<file path="src/rtl/change_dispenser.sv">
`default_nettype none
// ============================================================================
// Module   : change_dispenser
// Function : Greedy $20/$10/$5 coin payout via hopper handshake, with
//            per-denomination inventory and shortfall reporting.
// Options  : HOPPER_TIMEOUT_EN - abort a coin when the hopper never acks.
// Revision : 1.0 - initial release
// ============================================================================
module change_dispenser #(
  parameter int CNT_W          = 8,
  parameter int INIT_COUNT     = 10,
  parameter int TIMEOUT_CYCLES = 64
) (
  input  logic             clk,
  input  logic             reset,
  input  logic [6:0]       change_amount,
  input  logic             change_valid,
  input  logic             refill,
  input  logic [1:0]       refill_denom,
  input  logic [CNT_W-1:0] refill_qty,
  input  logic             hopper_ack,
  output logic [2:0]       coin_eject,
  output logic             busy,
  output logic             dispense_done,
  output logic [6:0]       shortfall,
  output logic [CNT_W-1:0] cnt_5,
  output logic [CNT_W-1:0] cnt_10,
  output logic [CNT_W-1:0] cnt_20,
  output logic             fault
);

  localparam logic [1:0] c_IDLE   = 2'd0;
  localparam logic [1:0] c_SELECT = 2'd1;
  localparam logic [1:0] c_EJECT  = 2'd2;
  localparam logic [1:0] c_DONE   = 2'd3;

  localparam logic [CNT_W:0]   c_CNT_MAX  = {1'b0, {CNT_W{1'b1}}};
  localparam logic [CNT_W-1:0] c_CNT_INIT = CNT_W'(INIT_COUNT);

  if (TIMEOUT_CYCLES < 1) begin : g_timeout_check
    $error("TIMEOUT_CYCLES must be at least 1");
  end

  logic [1:0]       r_state;
  logic [6:0]       r_remaining;
  logic [2:0]       r_eject;
  logic             r_done;
  logic [6:0]       r_shortfall;
  logic [CNT_W-1:0] r_cnt [3];
  logic [CNT_W:0]   w_sum [3];
  logic [2:0]       w_pick;
  logic [6:0]       w_coin_value;
  logic             w_ack_ok;
  logic             w_timeout;

  // Selection uses registered counts, so a refill landing in SELECT is
  // only visible to the following SELECT.
  always_comb begin
    w_pick = 3'b000;
    if (r_remaining >= 7'd20 && r_cnt[2] != '0)
      w_pick = 3'b100;
    else if (r_remaining >= 7'd10 && r_cnt[1] != '0)
      w_pick = 3'b010;
    else if (r_remaining >= 7'd5 && r_cnt[0] != '0)
      w_pick = 3'b001;
  end

  always_comb begin
    w_coin_value = 7'd0;
    case (r_eject)
      3'b100:  w_coin_value = 7'd20;
      3'b010:  w_coin_value = 7'd10;
      3'b001:  w_coin_value = 7'd5;
      default: w_coin_value = 7'd0;
    endcase
  end

  assign w_ack_ok = (r_state == c_EJECT) && hopper_ack;

`ifdef HOPPER_TIMEOUT_EN
  localparam int c_TMR_W = $clog2(TIMEOUT_CYCLES + 1);

  logic [c_TMR_W-1:0] r_timer;
  logic               r_fault;

  // An ack arriving on the final cycle takes priority over the timeout.
  assign w_timeout = (r_state == c_EJECT) && !hopper_ack &&
                     (r_timer == c_TMR_W'(TIMEOUT_CYCLES - 1));

  always_ff @(posedge clk) begin
    if (!reset) begin
      r_timer <= '0;
      r_fault <= 1'b0;
    end else begin
      if (r_state != c_EJECT)
        r_timer <= '0;
      else if (!hopper_ack)
        r_timer <= r_timer + 1'b1;
      if (w_timeout)
        r_fault <= 1'b1;
    end
  end

  assign fault = r_fault;
`else
  assign w_timeout = 1'b0;
  assign fault     = 1'b0;
`endif

  // Refill and ack-decrement may hit the same counter on one edge; the
  // extra MSB absorbs the sum before saturation.
  always_comb begin
    for (int i = 0; i < 3; i++) begin
      w_sum[i] = {1'b0, r_cnt[i]};
      if (refill && refill_denom == 2'(i))
        w_sum[i] = w_sum[i] + {1'b0, refill_qty};
      if (w_ack_ok && r_eject[i])
        w_sum[i] = w_sum[i] - 1'b1;
    end
  end

  always_ff @(posedge clk) begin
    for (int i = 0; i < 3; i++) begin
      if (!reset)
        r_cnt[i] <= c_CNT_INIT;
      else if (w_sum[i] > c_CNT_MAX)
        r_cnt[i] <= '1;
      else
        r_cnt[i] <= w_sum[i][CNT_W-1:0];
    end
  end

  always_ff @(posedge clk) begin
    if (!reset) begin
      r_state     <= c_IDLE;
      r_remaining <= 7'd0;
      r_eject     <= 3'b000;
      r_done      <= 1'b0;
      r_shortfall <= 7'd0;
    end else begin
      r_done <= 1'b0;
      case (r_state)
        c_IDLE: begin
          if (change_valid) begin
            r_remaining <= change_amount;
            r_shortfall <= 7'd0;
            r_state     <= (change_amount != 7'd0) ? c_SELECT : c_DONE;
          end
        end
        c_SELECT: begin
          r_eject <= w_pick;
          r_state <= (w_pick != 3'b000) ? c_EJECT : c_DONE;
        end
        c_EJECT: begin
          if (hopper_ack) begin
            r_remaining <= r_remaining - w_coin_value;
            r_eject     <= 3'b000;
            r_state     <= c_SELECT;
          end else if (w_timeout) begin
            r_eject <= 3'b000;
            r_state <= c_DONE;
          end
        end
        c_DONE: begin
          r_done      <= 1'b1;
          r_shortfall <= r_remaining;
          r_state     <= c_IDLE;
        end
        default: r_state <= c_IDLE;
      endcase
    end
  end

  assign coin_eject    = r_eject;
  assign busy          = (r_state != c_IDLE);
  assign dispense_done = r_done;
  assign shortfall     = r_shortfall;
  assign cnt_5         = r_cnt[0];
  assign cnt_10        = r_cnt[1];
  assign cnt_20        = r_cnt[2];

endmodule
`default_nettype wire

</file>
<file path="config.mk">
export PLATFORM = sky130hd
export DESIGN_NAME = change_dispenser
export DESIGN_NICKNAME = d
export VERILOG_FILES = /design/src/rtl/change_dispenser.sv
export SDC_FILE = /design/constraint.sdc
export NUM_CORES = 1
export LEC_CHECK = 0
export CAP_MARGIN = 15
export CORE_ASPECT_RATIO = 1.75
export CORE_MARGIN = 1.5
export CORE_UTILIZATION = 40
export CTS_BUF_LIST = sky130_fd_sc_hd__clkbuf_4
export CTS_CLUSTER_SIZE = 8
export DETAILED_ROUTE_END_ITERATION = 8
export PLACE_DENSITY_LB_ADDON = 0.08
export SYNTH_ARGS = -nofsm -noshare
export SYNTH_HDL_FRONTEND = slang
export SYNTH_SLANG_ARGS = --single-unit
</file>
<file path="constraint.sdc">
create_clock -name clk -period 3.4 [get_ports clk]
set_input_delay 0.68 -clock clk [delete_from_list [all_inputs] [get_ports clk]]
set_output_delay 0.68 -clock clk [all_outputs]
set_load 0.05 [all_outputs]
</file>
# Yosys cells after proc, flatten, opt, wreduce, memory -nomap -nowiden

Memory sizes are Yosys's and may differ from the RTL's.
Cells that the tools add are included.

Reduce and logical (&&, ||, !) cells: 25
Shift-type cells: 0
$add $sub $neg: 7
Multiply operators: 0
Div/mod/pow operators: 0
Bitwise logic cells: 6
Equal/unequal tests: 10
$lt $le $gt $ge: 6
Muxes and demuxes: 48

Operators with widths:

| kind                                                                   | number |
|---|---|
| 9-bit two-way mux                                                      | 6 |
| 8-bit two-way mux                                                      | 6 |
| 7-bit case mux with 2 select lines                                     | 2 |
| 8-bit by 8-bit adder with 9-bit output                                 | 3 |
| 9-bit by 8-bit > comparator with 1-bit output (second input constant)  | 3 |
| 9-bit by 1-bit subtractor with 9-bit output (second input constant)    | 3 |
| 8-bit nonzero test                                                     | 3 |
| 1-bit two-way mux                                                      | 22 |
| 7-bit two-way mux                                                      | 3 |
| 5-bit case mux with 3 select lines                                     | 1 |
| 1-bit logical AND                                                      | 10 |
| 2-bit two-way mux                                                      | 4 |
| 2-bit case mux with 4 select lines                                     | 1 |
| 2-bit nonzero test                                                     | 4 |
| 7-bit by 3-bit >= comparator with 1-bit output (second input constant) | 1 |
| 7-bit by 4-bit >= comparator with 1-bit output (second input constant) | 1 |
| 7-bit by 5-bit >= comparator with 1-bit output (second input constant) | 1 |
| 7-bit nonzero test                                                     | 1 |
| 7-bit subtractor                                                       | 1 |
| 2-bit == test (second input constant)                                  | 3 |
| 3-bit two-way mux                                                      | 2 |
| 1-bit OR                                                               | 6 |
| 3-bit case mux with 2 select lines                                     | 1 |
| 2-bit AND reduction                                                    | 3 |
| other kinds (8)                                                        | 11 |

Flip-flop bits (word level): 20
Latch bits: 0
Input bits: 22
Logic and storage cells: 108
ROM bits: 0
RAM bits: 24
Memories: 1
Output and inout bits: 37

Memories:

| name  | words | bits a word | rd ports | clocked after memory_dff | write ports | line | text |
|---|---|---|---|---|---|---|---|
| r_cnt | 3     | 8           | 3        | 0                        | 3           | 49   | `logic [CNT_W-1:0] r_cnt [3];` |

# Depth between registers and ports, before layout

Gate-level depths: netlist of run 1.

Word-level depth: 11
Gate-level depth with buffers: 11

# Worst setup path before layout of run 1

Ideal clock, no wire load.

Path kind: reg2reg
Start: memory r_cnt[2][0]
End: memory r_cnt[2][7] (data pin)
Library setup time: 0.264 ns
Slack: 0.302 ns
Period minus slack after synthesis: 3.098 ns
Path buffers: 0
Stages on the path, launching flop included: 11
Arrival: 2.834 ns
Required time: 3.136 ns
Cells stage by stage: edfxtp_1 ha_1 inv_1 fa_1 nor2b_1 o311a_1 o31ai_1 a31o_1 or4_1 nor4b_1 nor3_1

RTL lines:

| what               | line |
|---|---|
| start: declaration | 49 |

==> results of run 1 <==
## power groups by stage
stage | clock (mW) | combinational, mW | sequential, mW
CTS | 0.272 | 0.754 | 0.650
floorplan | 0 | 0.389 | 0.722
detailed placement | 0 | 0.749 | 0.663
global route | 0.288 | 0.833 | 0.656
finish | 0.258 | 0.761 | 0.651
global placement | 0 | 0.740 | 0.662
## worst max path at each step
| stage | slack, ns | depth (start not counted) | end |
|---|---|---|---|
| global route | -0.02 | 10 | r_cnt[0][0] |
| global placement | -0.37 | 11 | r_cnt[2][7] |
| CTS | 0.01 | 11 | r_cnt[1][1] |
| detailed placement | -0.40 | 11 | r_cnt[1][1] |
| finish | 0.07 | 10 | r_cnt[0][0] |
| floorplan | 0.30 | 10 | r_cnt[2][7] |
## cell usage after synthesis, types with 5 or more instances
cell and count:
a211oi_1 9, o21a_1 11, nand3_1 14, nand4_1 5, a21oi_1 38, nor3b_1 5
nor3_1 14, ha_1 32, dfxtp_1 20, xor2_1 14, o221ai_1 6, nand3b_1 5
nor2b_1 12, edfxtp_1 24, o31ai_1 9, a31oi_1 6, nor2_1 63, xnor2_1 9
nand2_1 36, mux2i_1 12, or3_1 6, o21ai_0 27, and2_1 5, inv_1 17
a21o_1 5, clkbuf_1 16
## sequential cells by signal, summed over array words and instances (netlist names)
name           flops
r_state            2
coin_eject         3
shortfall          7
r_cnt             24
dispense_done      1
r_remaining        7
## cell type report
| type | instances | area, µm² |
|---|---|---|
| antenna | 1 | 2.50 |
| inverter | 17 | 63.8 |
| tap | 125 | 156 |
| fill | 1011 | 4360 |
| timing repair buffer | 143 | 1230 |
| clock buffer | 5 | 37.5 |
| sequential | 44 | 1120 |
| multi-input combinational | 444 | 2990 |
| clock inverter | 3 | 13.8 |
## logic make-up (layout without fill, tap and decap cells)
kind of cell | count (synthesis) | in the layout | synth area share, %
adder cells (fa/ha/maj) | 36 | 36 | 11.6
XOR/XNOR | 23 | 23 | 4.88
flip-flops | 44 | 44 | 27.2
AND/OR/NAND/NOR | 193 | 193 | 23.7
multiplexers | 15 | 15 | 3.73
other | 2 | 26 | 0.182
buffers and inverters | 36 | 168 | 3.40
AO/OA/AOI/OAI | 152 | 152 | 25.3
## through the flow
step	cells	total power, mW	util (%)	setup TNS [ns]	setup slack (ns)
2_1_floorplan	524	1.11	-	0	0.302
3_3_place_gp	773	1.40	55.4	-4.84	-0.368
3_5_place_dp	773	1.41	55.4	-5.44	-0.399
4_1_cts	781	1.68	55.9	0	0.0146
5_1_grt	782	1.78	56.3	-0.0226	-0.0226
6_report	782	1.67	56.3	0	0.0747
## worst min-delay path: stages, from the launching register on
cell,delay [ns]
dfxtp_1,0.33
a21oi_1,0.11
nor3_1,0.06
## metal layers
metal	vias up	global-route usage [%]	wire length (µm)
met4	0	11.7	544
met1	2035	25.0	4910
met2	101	45.2	6820
li1	2168	-	-
met3	30	2.45	444
met5	-	0	0
==> flow_summary.json, run 1 <==
{
  "fin_area_um2": 5610,
  "crit_arrival_ns": 3.54,
  "nets": 713,
  "grt_first_pass_wirelength_um": 20000,
  "tritoncts": "yes",
  "cts_buffers": 5,
  "syn_inst": 501,
  "finalCriticalPeriod_ns": 3.33,
  "ys_ff_latch": 44,
  "hold_path_startpoint": "shortfall[6]",
  "rows": 48,
  "synth_async_sr_flop_share_pct": 0,
  "htreeDepth": 2,
  "cellLeakagePower_nw": 2.32,
  "clkPwrFrac_pct": 15.4,
  "seq_area_frac_synth_pct": 27.2,
  "route.detailed.drc": 0,
  "avgSynthCellArea_um2": 8.24,
  "core_area_um2": 9970,
  "syn_to_final_growth_pct": 36.1,
  "layout_common_cells": "buf_4 (85), nor2_1 (63), clkdlybuf4s50_1 (56)",
  "ys_warn_count": 0,
  "drt_wl_total_um": 12700,
  "vdd_ir_drop_max_uv": 301,
  "hp-class": "reg -> reg",
  "clk_latency_ns": 0.38,
  "whs_path_depth": 2,
  "synth_top_flop_cell": "edfxtp_1",
  "antenna_found_initial": 1,
  "tightest_slew_ns": 0.888,
  "slew_viol_final": 0,
  "maxSlewHeadroom_pct": 40.7,
  "synth.distinct_cells": 68,
  "powerDensity_nw_per_um2": 298,
  "num_vias": 4334,
  "dpl.hpwl_um": 10200,
  "groute.usage.overall_pct": 23.6,
  "clock_sinks": 44,
  "cap_violations": 0,
  "cp_max_fo": 4,
  "cp-startpoint": "refill_qty[2]",
  "rr_endpoint": "r_cnt[1][1]",
  "r2r_cells": 8,
  "rr_startpoint": "r_cnt[1][1]",
  "post_dp_cell_area_um2": 5520,
  "period_share_pct": 97.8,
  "swShare_pct": 38.7,
  "min_to": "shortfall[6]",
  "clk_path_buf_depth": 2,
  "critical_path.max_stage_delay_ns": 0.55,
  "synth.area.top_cells": "edfxtp_1 (17%), dfxtp_1 (9.7%), ha_1 (9.7%)",
  "path_cells": "clkdlybuf4s50_1, buf_4, ha_1, nor2b_1, o31a_1, o31a_1, a211oi_1, o21ai_1, or4_4, a31oi_1",
  "critPathLaunchType": "primary input",
  "power_frac_comb_pct": 45.6,
  "crit_family": "compound AO/OA/AOI/OAI gates",
  "max_freq_mhz": 301,
  "start_util_pct": 41.4,
  "postCtsSetupBuffers": 0,
  "setup_viol": 0,
  "worstPathRequired_ns": 3.61,
  "layout_commonest_cell": "buf_4",
  "seqPwrFrac_pct": 39.0,
  "io_pins": 59,
  "intPower_mw": 1.02,
  "crit_top_cell": "o31a_1",
  "grt-ovfl-total": 0,
  "ctsHoldBuffers": 0,
  "reg2reg_slack_ns": 0.48,
  "via_per_inst": 5.54,
  "cts_resized": 0,
  "finClkSkew_ns": 0.00492,
  "synth_top_area_share_pct": 17.5,
  "first_pass_iters": 4,
  "power.net_switching_mw": 0.647,
  "holdWs_ns": 0.528,
  "cp.buffers_inverters": 2,
  "status": "finished clean",
  "grt_max_degree": 25,
  "io_buffers": 57,
  "synth_top_cell_by_area": "edfxtp_1",
  "routedWlPerCell_um": 16.3,
  "drtIter0Drc": 165,
  "die_area_um2": 11000,
  "synth_enable_flop_cells": 24,
  "grt_pass1_vias": 4196,
  "die_w_um": 79.8,
  "crit_slowest_cell": "clkdlybuf4s50_1",
  "hold_violations": 0,
  "netlist_area_um2": 4130,
  "root_buffer": "clkbuf_4",
  "worst_setup_path_end_kind": "register",
  "ant_nets": 0,
  "drive_above_1_share_pct": 17.5,
  "gp_congestion": 0.883,
  "dieHeight_um": 137,
  "clk_pin_slew_ns": 0.13,
  "critPathKind": "in -> reg"
}
(Power assumes the default switching activity.)
==> run 2, diff against run 1 <==
--- a/config.mk
+++ b/config.mk
@@ -12,6 +12,7 @@
 export CTS_BUF_LIST = sky130_fd_sc_hd__clkbuf_4
 export CTS_CLUSTER_SIZE = 8
 export DETAILED_ROUTE_END_ITERATION = 8
+export GPL_TIMING_DRIVEN = 0
 export PLACE_DENSITY_LB_ADDON = 0.08
 export SYNTH_ARGS = -nofsm -noshare
 export SYNTH_HDL_FRONTEND = slang
==> run 2 against run 1 <==
Compared with the run above: register-to-register slack worse by 0.11 ns; clock power is 38% higher; worst hold slack improved by 0.0042 ns; non-clock buffer count shrank 67; final cell count down 8.6%; wire length fell by 6.0%; fmax shrank 0.77%; critical path type unchanged; count of clock-buffer cells in the layout is 1 higher; die area did not move; sequential share of layout area grew 2.2 points; setup slack got worse by 0.026 ns.
==> flow_summary.json, run 2 (same netlist as run 1, synthesis figures left out) <==
{
  "status": "finished clean",
  "critPathLaunchType": "primary input",
  "tns_ns": 0,
  "maxSlewHeadroom_pct": 55.1,
  "slew_viol_final": 0,
  "whs_path_depth": 2,
  "htreeDepth": 2,
  "crit_arrival_ns": 3.50,
  "tritoncts": "yes",
  "gp_congestion": 0.872,
  "antenna_found_initial": 1,
  "routedWlPerCell_um": 16.7,
  "grt_max_degree": 14,
  "drive_above_1_share_pct": 5.94,
  "hp-class": "reg -> reg",
  "root_buffer": "clkbuf_4",
  "clk_path_buf_depth": 2,
  "n_fill_cell": 1039,
  "clock_sinks": 44,
  "place_inst": 706,
  "multi_input_area_um2": 2990,
  "rows": 48,
  "drt_wl_total_um": 12000,
  "num_vias": 4038,
  "postCtsSetupBuffers": 0,
  "grt_pass1_vias": 3913,
  "via_per_inst": 5.65,
  "cts_buffers": 5,
  "grt_first_pass_wirelength_um": 19000,
  "clk_pin_slew_ns": 0.14,
  "nets": 646,
  "die_w_um": 79.8,
  "dpl.hpwl_um": 9500,
  "first_pass_iters": 4,
  "finClkSkew_ns": 0.0211,
  "tightest_slew_ns": 0.673,
  "finalNonFillerCells": 715,
  "die_area_um2": 11000,
  "period_share_pct": 98.6,
  "cp_max_fo": 5,
  "largest_register_ffs": 24,
  "rsz0062_at_grt": "no",
  "cellLeakagePower_nw": 1.94,
  "start_util_pct": 41.4,
  "max_freq_mhz": 298,
  "setup_viol": 0,
  "clk_latency_ns": 0.39,
  "syn_to_final_growth_pct": 22.8,
  "route.detailed.drc": 0,
  "dieHeight_um": 137,
  "r2r_cells": 10,
  "groute.usage.overall_pct": 22.4,
  "powerDensity_nw_per_um2": 327,
  "cap_violations": 0,
  "drtIter0Drc": 207,
  "finalCriticalPeriod_ns": 3.35,
  "hold_violations": 0,
  "layout_commonest_cell": "nor2_1",
  "io_pins": 59,
  "vdd_ir_drop_max_uv": 265,
  "core_area_um2": 9970,
  "grt-ovfl-total": 0,
  "layout_common_cells": "nor2_1 (63), clkdlybuf4s50_1 (54), a21oi_1 (36), nand2_1 (36), ha_1 (32)",
  "io_buffers": 57,
  "seq_area_um2": 1120,
  "worst_setup_path_end_kind": "register",
  "critPathKind": "in -> reg",
  "ant_nets": 0,
  "regMostFlops": "r_cnt",
  "worstPathRequired_ns": 3.54
}
[run 2: cell count changes in the layout (fill, tap and decap cells not counted), moves of 3 or more]
cell and delta:
buf_4 -84, a211oi_1 +3, clkbuf_1 +15, a211oi_2 -3
[run 2: layout make-up]
class                           count  share of cell area [%]
Multi-Input combinational cell    444                    59.1
Sequential cell                    44                    22.1
Timing Repair Buffer               57                    11.3
Tap cell                          125                    3.09
Buffer                             19                    1.56
Inverter                           17                    1.26
Clock buffer                        6                   0.889
Clock inverter                      2                   0.691
Antenna cell                        1                  0.0494
[run 2: routing by layer]
metal | vias up | track usage, % | share of wire (%)
met5 | - | 0 | 0
met4 | 0 | 8.52 | 2.2
met3 | 19 | 2.45 | 3.1
met2 | 89 | 43.3 | 54
met1 | 1892 | 24.4 | 41
li1 | 2038 | - | -
[run 2: worst paths after layout]
kind | slack (ns) | startpoint | end
hold reg to reg | 0.53 | shortfall[0] | shortfall[0]
hold / removal | 0.53 | shortfall[0] | shortfall[0]
setup / recovery | 0.05 | refill_qty[3] | r_cnt[2][7]
setup reg to reg | 0.37 | r_cnt[2][0] | r_cnt[2][7]
[run 2: timing repair]
item                       4_1_cts  5_1_grt
gates resized for setup          5       11
pin swaps                        0        1
setup endpoints to repair       15       10
hold buffers                     0        0
[run 2: where the power goes]
part	switching, mW	internal [mW]
registers	0.0509	0.599
clock network	0.193	0.162
logic	0.395	0.258
total	0.639	1.02
[run 2: critical path, cell delays in order]
cell and delay (ns):
clkdlybuf4s50_1 0.55, ha_1 0.41, or2_2 0.33, o311a_1 0.16, o32a_1 0.21, a31o_1 0.27
or4_1 0.54, nor4b_1 0.26, nor3_1 0.08
[run 2: metrics by stage]
step / setup WS [ns] / area [µm²] / hold slack [ns] / util (%) / power (mW)
after floorplan: 0.302 / 4210 / 0.500 / - / 1.11
after global placement: -0.632 / 4940 / 0.504 / 49.5 / 1.29
after detailed placement: -0.660 / 4940 / 0.512 / 49.5 / 1.30
after CTS: 0.0501 / 5030 / 0.535 / 50.5 / 1.66
after global routing: 0.00274 / 5070 / 0.566 / 50.8 / 1.76
final: 0.0488 / 5070 / 0.532 / 50.8 / 1.66
